==> config.mk <==
export PLATFORM = sky130hd
export DESIGN_NAME = evm_ballot_ctrl
export DESIGN_NICKNAME = d
export VERILOG_FILES = /design/src/rtl/evm_ballot_ctrl.sv
export SDC_FILE = /design/constraint.sdc
export NUM_CORES = 1
export LEC_CHECK = 0
export BUFFER_PORTS_ARGS = -buffer_cell sky130_fd_sc_hd__clkbuf_2
export CAP_MARGIN = 25
export CORE_AREA = 2 2 99 101
export DETAILED_ROUTE_END_ITERATION = 10
export DIE_AREA = 0 0 101 103
export HOLD_SLACK_MARGIN = 0.15
export PLACE_DENSITY = 0.64
export SYNTH_ARGS = -nofsm -noshare
export SYNTH_HDL_FRONTEND = slang
export SYNTH_SLANG_ARGS = --single-unit
==> constraint.sdc <==
create_clock -name clk -period 2 [get_ports clk]
set_input_delay 0.6 -clock clk [delete_from_list [all_inputs] [get_ports clk]]
set_output_delay 0.6 -clock clk [all_outputs]
set_load 0.01 [all_outputs]
==> src/rtl/evm_ballot_ctrl.sv <==
// Ballot controller: button sync/debounce, one-vote-per-ballot FSM, saturating party tallies and registered readout.
// Build option: define EVM_LEADER_EN to add the leader_idx / leader_tie outputs.
//
// state    | meaning
// ---------+-------------------------------------------------------------
// S_IDLE   | no ballot armed; presses ignored, waiting for officer strobe
// S_ARMED  | one vote armed; next valid press is counted
// S_LOCKED | vote just consumed; presses and strobes ignored for a while
module evm_ballot_ctrl #(
    parameter int N_PARTY     = 4,
    parameter int CNT_W       = 8,
    parameter int DEB_CYCLES  = 16,
    parameter int LOCK_CYCLES = 8,
    localparam int SEL_W      = $clog2(N_PARTY),
    localparam int TOT_W      = CNT_W + SEL_W
) (
    input  logic               clk,
    input  logic               reset_n,
    input  logic               voting_en,
    input  logic               ballot_issue,
    input  logic               push_button,
    input  logic [N_PARTY-1:0] voter_switch,
    input  logic               clear_counts,
    input  logic [SEL_W-1:0]   sel_party,
    output logic [CNT_W-1:0]   party_count,
    output logic [TOT_W-1:0]   total_count,
    output logic               armed,
    output logic               vote_accepted,
    output logic               invalid_vote,
    output logic               sat_flag
`ifdef EVM_LEADER_EN
    ,
    output logic [SEL_W-1:0]   leader_idx,
    output logic               leader_tie
`endif
);

    typedef enum logic [1:0] {
        S_IDLE   = 2'd0,
        S_ARMED  = 2'd1,
        S_LOCKED = 2'd2
    } state_t;

    localparam int DEB_W  = $clog2(DEB_CYCLES);
    localparam int LOCK_W = (LOCK_CYCLES > 1) ? $clog2(LOCK_CYCLES) : 1;
    localparam logic [DEB_W-1:0]  DEB_LOAD  = DEB_W'(DEB_CYCLES - 1);
    localparam logic [LOCK_W-1:0] LOCK_LOAD = LOCK_W'(LOCK_CYCLES - 1);
    localparam logic [CNT_W-1:0]  CNT_MAX   = {CNT_W{1'b1}};

    logic               r_sync1;
    logic               r_sync2;
    logic               r_deb_level;
    logic [DEB_W-1:0]   r_deb_cnt;
    logic               r_press;

    state_t             r_state;
    state_t             w_state_nxt;
    logic [LOCK_W-1:0]  r_lock_cnt;
    logic               w_vote;
    logic               w_bad;
    logic               w_one_hot;
    logic [SEL_W-1:0]   w_sw_idx;
    logic               w_clear;

    logic [CNT_W-1:0]   r_cnt [N_PARTY];
    logic [TOT_W-1:0]   r_total;
    logic               r_sat;
    logic [CNT_W-1:0]   w_sel_cnt;
    logic [CNT_W-1:0]   r_party_count;
    logic [TOT_W-1:0]   r_total_count;
    logic               r_vote_acc;
    logic               r_invalid;

    always_ff @(posedge clk or negedge reset_n) begin
        if (!reset_n) begin
            r_sync1 <= 1'b0;
            r_sync2 <= 1'b0;
        end else begin
            r_sync1 <= push_button;
            r_sync2 <= r_sync1;
        end
    end

    // Down-counter reloads whenever the synced sample agrees with the held level;
    // the level flips on the DEB_CYCLES-th consecutive disagreeing sample.
    always_ff @(posedge clk or negedge reset_n) begin
        if (!reset_n) begin
            r_deb_level <= 1'b0;
            r_deb_cnt   <= DEB_LOAD;
            r_press     <= 1'b0;
        end else begin
            r_press <= 1'b0;
            if (r_sync2 == r_deb_level) begin
                r_deb_cnt <= DEB_LOAD;
            end else if (r_deb_cnt == '0) begin
                r_deb_level <= r_sync2;
                r_deb_cnt   <= DEB_LOAD;
                r_press     <= r_sync2;
            end else begin
                r_deb_cnt <= r_deb_cnt - DEB_W'(1);
            end
        end
    end

    assign w_one_hot = (voter_switch != '0) &&
                       ((voter_switch & (voter_switch - N_PARTY'(1))) == '0);

    always_comb begin
        w_sw_idx = '0;
        for (int i = 0; i < N_PARTY; i++) begin
            if (voter_switch[i]) w_sw_idx = SEL_W'(i);
        end
    end

    always_ff @(posedge clk or negedge reset_n) begin
        if (!reset_n) r_state <= S_IDLE;
        else          r_state <= w_state_nxt;
    end

    // Cancellation by voting_en=0 takes priority over a press in the same clock.
    always_comb begin
        w_state_nxt = r_state;
        w_vote      = 1'b0;
        w_bad       = 1'b0;
        case (r_state)
            S_IDLE: begin
                if (ballot_issue && voting_en) w_state_nxt = S_ARMED;
            end
            S_ARMED: begin
                if (!voting_en) begin
                    w_state_nxt = S_IDLE;
                end else if (r_press) begin
                    if (w_one_hot) begin
                        w_vote      = 1'b1;
                        w_state_nxt = S_LOCKED;
                    end else begin
                        w_bad = 1'b1;
                    end
                end
            end
            S_LOCKED: begin
                if (r_lock_cnt == '0) w_state_nxt = S_IDLE;
            end
            default: w_state_nxt = S_IDLE;
        endcase
    end

    always_ff @(posedge clk or negedge reset_n) begin
        if (!reset_n) begin
            r_lock_cnt <= '0;
        end else if (w_vote) begin
            r_lock_cnt <= LOCK_LOAD;
        end else if (r_state == S_LOCKED && r_lock_cnt != '0) begin
            r_lock_cnt <= r_lock_cnt - LOCK_W'(1);
        end
    end

    always_ff @(posedge clk or negedge reset_n) begin
        if (!reset_n) begin
            r_vote_acc <= 1'b0;
            r_invalid  <= 1'b0;
        end else begin
            r_vote_acc <= w_vote;
            r_invalid  <= w_bad;
        end
    end

    assign w_clear = clear_counts && !voting_en;

    // A vote only happens with voting_en=1, so it can never collide with a clear.
    always_ff @(posedge clk or negedge reset_n) begin
        if (!reset_n) begin
            for (int i = 0; i < N_PARTY; i++) r_cnt[i] <= '0;
            r_total <= '0;
            r_sat   <= 1'b0;
        end else if (w_clear) begin
            for (int i = 0; i < N_PARTY; i++) r_cnt[i] <= '0;
            r_total <= '0;
            r_sat   <= 1'b0;
        end else if (w_vote) begin
            if (r_cnt[w_sw_idx] == CNT_MAX) begin
                r_sat <= 1'b1;
            end else begin
                r_cnt[w_sw_idx] <= r_cnt[w_sw_idx] + CNT_W'(1);
                r_total         <= r_total + TOT_W'(1);
            end
        end
    end

    always_comb begin
        w_sel_cnt = '0;
        for (int i = 0; i < N_PARTY; i++) begin
            if (sel_party == SEL_W'(i)) w_sel_cnt = r_cnt[i];
        end
    end

    always_ff @(posedge clk or negedge reset_n) begin
        if (!reset_n) begin
            r_party_count <= '0;
            r_total_count <= '0;
        end else begin
            r_party_count <= w_sel_cnt;
            r_total_count <= r_total;
        end
    end

    assign party_count   = r_party_count;
    assign total_count   = r_total_count;
    assign armed         = (r_state == S_ARMED);
    assign vote_accepted = r_vote_acc;
    assign invalid_vote  = r_invalid;
    assign sat_flag      = r_sat;

`ifdef EVM_LEADER_EN
    logic [CNT_W-1:0] w_max;
    logic [SEL_W-1:0] w_lead;
    logic             w_seen;
    logic             w_tie;
    logic [SEL_W-1:0] r_leader_idx;
    logic             r_leader_tie;

    // Strict '>' keeps the lowest index on equal counts.
    always_comb begin
        w_max  = '0;
        w_lead = '0;
        w_seen = 1'b0;
        w_tie  = 1'b0;
        for (int i = 0; i < N_PARTY; i++) begin
            if (r_cnt[i] > w_max) begin
                w_max  = r_cnt[i];
                w_lead = SEL_W'(i);
            end
        end
        for (int i = 0; i < N_PARTY; i++) begin
            if (r_cnt[i] == w_max) begin
                if (w_seen) w_tie = 1'b1;
                w_seen = 1'b1;
            end
        end
        if (w_max == '0) w_tie = 1'b0;
    end

    always_ff @(posedge clk or negedge reset_n) begin
        if (!reset_n) begin
            r_leader_idx <= '0;
            r_leader_tie <= 1'b0;
        end else begin
            r_leader_idx <= w_lead;
            r_leader_tie <= w_tie;
        end
    end

    assign leader_idx = r_leader_idx;
    assign leader_tie = r_leader_tie;
`endif

endmodule

Yosys cells after proc, flatten, opt, wreduce, memory -nomap -nowiden
Cells that the tools add are included.
Operators by class
  reduce and logical (&&, ||, !) cells: 20
  multipliers: 0
  add/sub/neg operators: 5
  magnitude comparators: 2
  equality and inequality tests: 12
  bitwise gates (word level): 3
  shift operators: 0
  div/mod/pow operators: 0
  mux-type cells: 42
Operators by type and width (number)
  32-bit two-way mux: 3
  8-bit two-way mux: 7
  32-bit bitwise mux: 1
  10-bit two-way mux: 3
  8-bit binary-select mux with 2-bit select: 1
  8-bit demux with 2-bit select: 1
  1-bit two-way mux: 14
  2-bit two-way mux: 7
  10-bit by 1-bit adder with 10-bit output, second input constant: 1
  8-bit by 1-bit adder with 8-bit output, second input constant: 1
  8-bit equality test, second input constant: 1
  4-bit zero test: 2
  4-bit two-way mux: 2
  4-bit by 1-bit subtractor with 4-bit output, second input constant: 2
  2-bit equality test, second input constant: 3
  3-bit two-way mux: 2
  2-bit != test, second input constant: 3
  3-bit by 2-bit != test with 1-bit output, second input constant: 2
  2-bit case mux with 3 select lines: 1
  2-bit AND reduction: 3
  2-bit nonzero test: 3
  1-bit logical AND: 5
  4-bit bitwise AND: 1
  2-bit by 1-bit equality test with 1-bit output, second input constant: 2
  other kinds (12): 13
Storage, ports and cells
  ROM bits: 0
  word-level logic and storage cells: 101
  RAM bits: 0
  latch bits: 0
  input bits: 12
  output and inout port bits: 22
  memories kept: 0
  register bits after elaboration: 76

Depth between registers and ports, before layout
  depth in word-level cells: 12
  mapped depth: 10
  gate-level depth less buffers: 8

Worst setup path after synthesis
Ideal clock, no wire load.
  kind: input -> register
  start: input port voter_switch[1]
  end: register r_cnt[11] (netlist bit)
  path buffers: 3
  arrival: 2.549 ns
  stages on the path: 10
  required time: 1.917 ns
  setup time: 0.083 ns
  setup slack: -0.632 ns
  cell sequence: buf_6 > buf_4 > mux2i_1 > a221oi_1 > ha_1 > o211ai_1 > o2111ai_1 > buf_4 > nand3_1 > o21ai_0
On the way
  cells in the longest elaborated chain, start to end: 12
  elaborated cells between the ends (all ways): 30
  those cells by class: add/sub: 2; order compare: 2; eq/ne: 2; mux: 16; bitwise: 2; reduce/logical: 6
Ends and longest elaborated chain
  start: declaration: RTL line 22  | input logic [N_PARTY-1:0] voter_switch,
  1-bit two-way mux: RTL line 111  | if (voter_switch[i]) w_sw_idx = SEL_W'(i);
  2-bit two-way mux (2 in series): RTL line 111
  2-bit NOT with 3-bit output (implied by the code): RTL line 181, 184
  8-bit binary-select mux with 2-bit select, or another cell as far along: RTL line 181, 184
  8-bit two-way mux (implied by the code) or 1-bit logical AND (tied branches): RTL line 181, 184
  8-bit two-way mux (on tied branches): RTL line 181, 184
  8-bit by 1-bit adder with 8-bit output or 8-bit demux with 2-bit select (tied branches): RTL line 184  | r_cnt[w_sw_idx] <= r_cnt[w_sw_idx] + CNT_W'(1);
  32-bit bitwise mux: RTL line 184
  32-bit two-way mux: RTL line 181  | if (r_cnt[w_sw_idx] == CNT_MAX) begin
  32-bit two-way mux: RTL line 180  | end else if (w_vote) begin
  32-bit two-way mux: RTL line 176  | end else if (w_clear) begin
  end signal: indexed assignment: RTL line 184
  end: declaration: RTL line 65  | logic [CNT_W-1:0] r_cnt [N_PARTY];
Several ways; a longest one is shown, not always the timed one. The select of a mux whose other input is x is not followed.
A chain may end at the register's enable or synchronous reset.

Final worst setup path
  start: input port voter_switch[1]
  end: register r_cnt[1] (netlist bit)
Same word-level chain as after synthesis.

==> metrics.md <==
| Metric | Value |
|---|---|
| Outcome | `complete, but fails checks` |
| Failing checks | `negative setup slack` |
| Tot Pwr | `3.11 mW` |
| Total gr overflow | `0` |
| Initial antenna violation count | `0` |
| Dpl ws | `-0.655 ns` |
| Avg WL per Cell | `16.4 um` |
| Leakage power | `2.24 nW` |
| Vias | `2,807` |
| H-tree depth | `3` |
| Worst-path clk slew | `0.07 ns` |
| Initial DRC count | `137` |
| Most common cell in the netlist | `dfrtp_1` |
| Largest net degree at the start of global routing | `36` |
| Starting Density | `38.4%` |
| Register area share after synthesis | `52.6%` |
| Post-route cell area | `4870 sq um` |
| Remaining DRCs | `0` |
| Buffers on Ports | `33` |
| Via density | `5.25` |
| Fillers | `818` |
| Ys flop type | `dfrtp_1` |
| Rows | `36` |
| RSZ-0062 raised after global routing | `true` |
| Crit Path Max Fanout | `6` |
| Synth top cells by count | `dfrtp_1 (72), nand3_1 (38), o21ai_0 (32), nand2_1 (28), mux2i_1 (17)` |
| DP Area | `4290 sq um` |
| Kind of critical path | `primary input to flop` |
| Antenna-violating nets left | `0` |
| Final worst path period need | `2.20 ns` |
| GP Congestion | `0.864` |
| Yosys reg bits | `76` |
| CP startpoint kind | `primary input` |
| Hold Crit Class | `primary input to asynchronous set/reset pin` |
| Post-Syn Instances | `330` |
| Vias in the first global route | `2,864` |
| Final Hold Fails | `0` |
| Die outline height | `103 um` |
| Mean Syn Cell Area | `11.0 sq um` |
| Die ar. | `10,400 sq um` |
| Pwr dens | `638 nW/um^2` |
| DIE WIDTH | `101 um` |
| Top post-synthesis cells by area | `dfrtp_1 (50%), nand3_1 (5.2%), mux4_2 (5.0%)` |
| Worst slew pin tran | `0.523 ns` |
| Drt total wl | `8770 um` |
| GRT Util Overall | `18.0%` |
| Max Freq | `0.454 GHz` |
| Synth top area share | `49.7%` |
| Final setup vio count | `42` |
| Synth async-reset ratio | `100%` |
| Syn_nets | `347` |
| CTS root buf | `clkbuf_8` |
| CTS tree | `built` |
| First-pass GRT wire length | `14,400 um` |
| Crit. End Element | `flop` |
| Peak VDD IR | `0.356 mV` |
| Worst-case clock buffer depth | `2` |
| Nets | `433` |
| Mapped Area | `3630 sq um` |
| Area Growth Syn to Fin | `34.3%` |
| Clock Sinks | `76` |
| Inserted Diodes | `0` |
| Hold_buf cts | `0` |
| Clock Skews | `0.00873 ns` |
| Number of synthesis warnings | `0` |
| Core Region | `9460 sq um` |
| Slew Limit Fails | `0` |
| Cell taking the most area after synthesis | `dfrtp_1` |
| Share of cells above drive strength 1 | `41.3%` |
| Final worst slack | `-0.205 ns` |
| Yosys cell types | `48` |
| Final HPWL DP | `6040 um` |
| TritonCTS Buffers | `9` |
| Clk_lat worst skew | `0.36 ns` |
| Core Util, Final | `51.5%` |
| Critical path data arrival time | `2.48 ns` |
| Top Ports | `34` |
| Slew headroom | `65.0%` |
| CP required | `2.27 ns` |
| Initial DRT Pass Iterations | `4` |
| Fin crit share | `110%` |
| Max Cap Viol | `0` |
| Number of flops mapped to enable cells by yosys | `0` |
flip-flops by register name, summed over array words and instances (netlist names):
register / count
invalid_vote: 1
vote_accepted: 1
party_count: 8
sat_flag: 1
r_press: 1
r_sync1: 1
r_deb_cnt: 4
r_cnt: 32
r_state: 2
r_sync2: 1
r_deb_level: 1
total_count: 10
r_total: 10
r_lock_cnt: 3
cell type report:
type,instances,area (sq um),share of cell area [%]
Sequential cell,76,1910,39.1
Inverter,15,61.3,1.26
Clock buffer,14,163,3.34
Clock inverter,2,35.0,0.719
Timing Repair Buffer,93,728,14.9
Multi-Input combinational cell,221,1840,37.7
Tap cell,114,143,2.93
metrics by stage:
stage | instances | setup TNS (ns) | hold WS (ns)
finish | 535 | -4.67 | 0.182
global route | 535 | -9.27 | 0.218
CTS | 533 | -1.89 | 0.191
detailed placement | 511 | -22.47 | 0.337
global placement | 511 | -21.62 | 0.336
floorplan | 330 | -18.89 | 0.304
worst paths after layout:
check	cells after the start	start	endpoint	slack, ns
min in group clk	1	push_button	r_sync1	0.34
hold / removal	1	reset_n	r_cnt[15]	0.18
max in group asynchronous	2	reset_n	r_cnt[19]	1.28
setup / recovery	10	voter_switch[1]	r_cnt[1]	-0.20
hold reg to reg	0	r_sync1	r_sync2	0.36
setup reg to reg	9	r_cnt[17]	r_cnt[1]	-0.13
timing repair:
| action | in CTS | in global routing |
|---|---|---|
| setup endpoints to repair | 42 | 42 |
| endpoints found under the hold margin | 0 | 0 |
| setup buffers | 5 | 4 |
| gates cloned | 1 | 0 |
| gates resized for setup | 59 | 13 |
| pin swaps | 27 | 11 |
cell usage in the layout (no fill, tap or decap), types with 7 or more instances in the layout:
master and instances:
dfrtp_1 72, buf_4 48, clkbuf_2 29, nand2_1 28, nand3_2 21, nand3_1 17
o21ai_1 17, nor2_1 14, mux2i_1 14, inv_1 13, clkbuf_8 12, buf_6 11
o21ai_0 9, mux4_2 8, o211ai_1 7, a21oi_1 7
cells by family (layout without fill, tap and decap cells):
kind of cell,count (synthesis),count (layout),synth area share [%]
DFF,76,76,52.6
adders and majority gates,5,5,1.72
AOI/OAI and AO/OA,66,66,12.1
muxes,28,28,10.6
and+or+nand+nor,110,110,15.5
buffers and inverters,33,124,4.62
xor gates and xnor gates,12,12,2.90
metal layers:
metal  vias to the layer above  part of all wire [%]  global-route usage, %
met3                        14                   3.0                   2.10
met5                         -                     0                      0
met1                      1390                    45                   23.3
met2                        51                    50                   29.9
met4                         0                   2.4                   9.46
li1                       1352                     -                      -
worst max-delay path, cell delays in order:
cell       delay, ns
clkbuf_16       0.14
mux2i_2         0.16
a221oi_4        0.27
ha_2            0.23
o211ai_1        0.22
o211ai_1        0.38
buf_4           0.22
buf_4           0.12
nand3_2         0.05
o31ai_1         0.06
power breakdown:
| group | internal (mW) | total, mW | leakage (nW) | switching, mW |
|---|---|---|---|---|
| Clock | 0.644 | 1.19 | 0.101 | 0.541 |
| Sequential | 1.58 | 1.60 | 1.04 | 0.0185 |
| Combinational | 0.144 | 0.326 | 1.10 | 0.182 |
| Total | 2.37 | 3.11 | 2.24 | 0.741 |
Note: power is estimated with default switching activity, not from simulation.
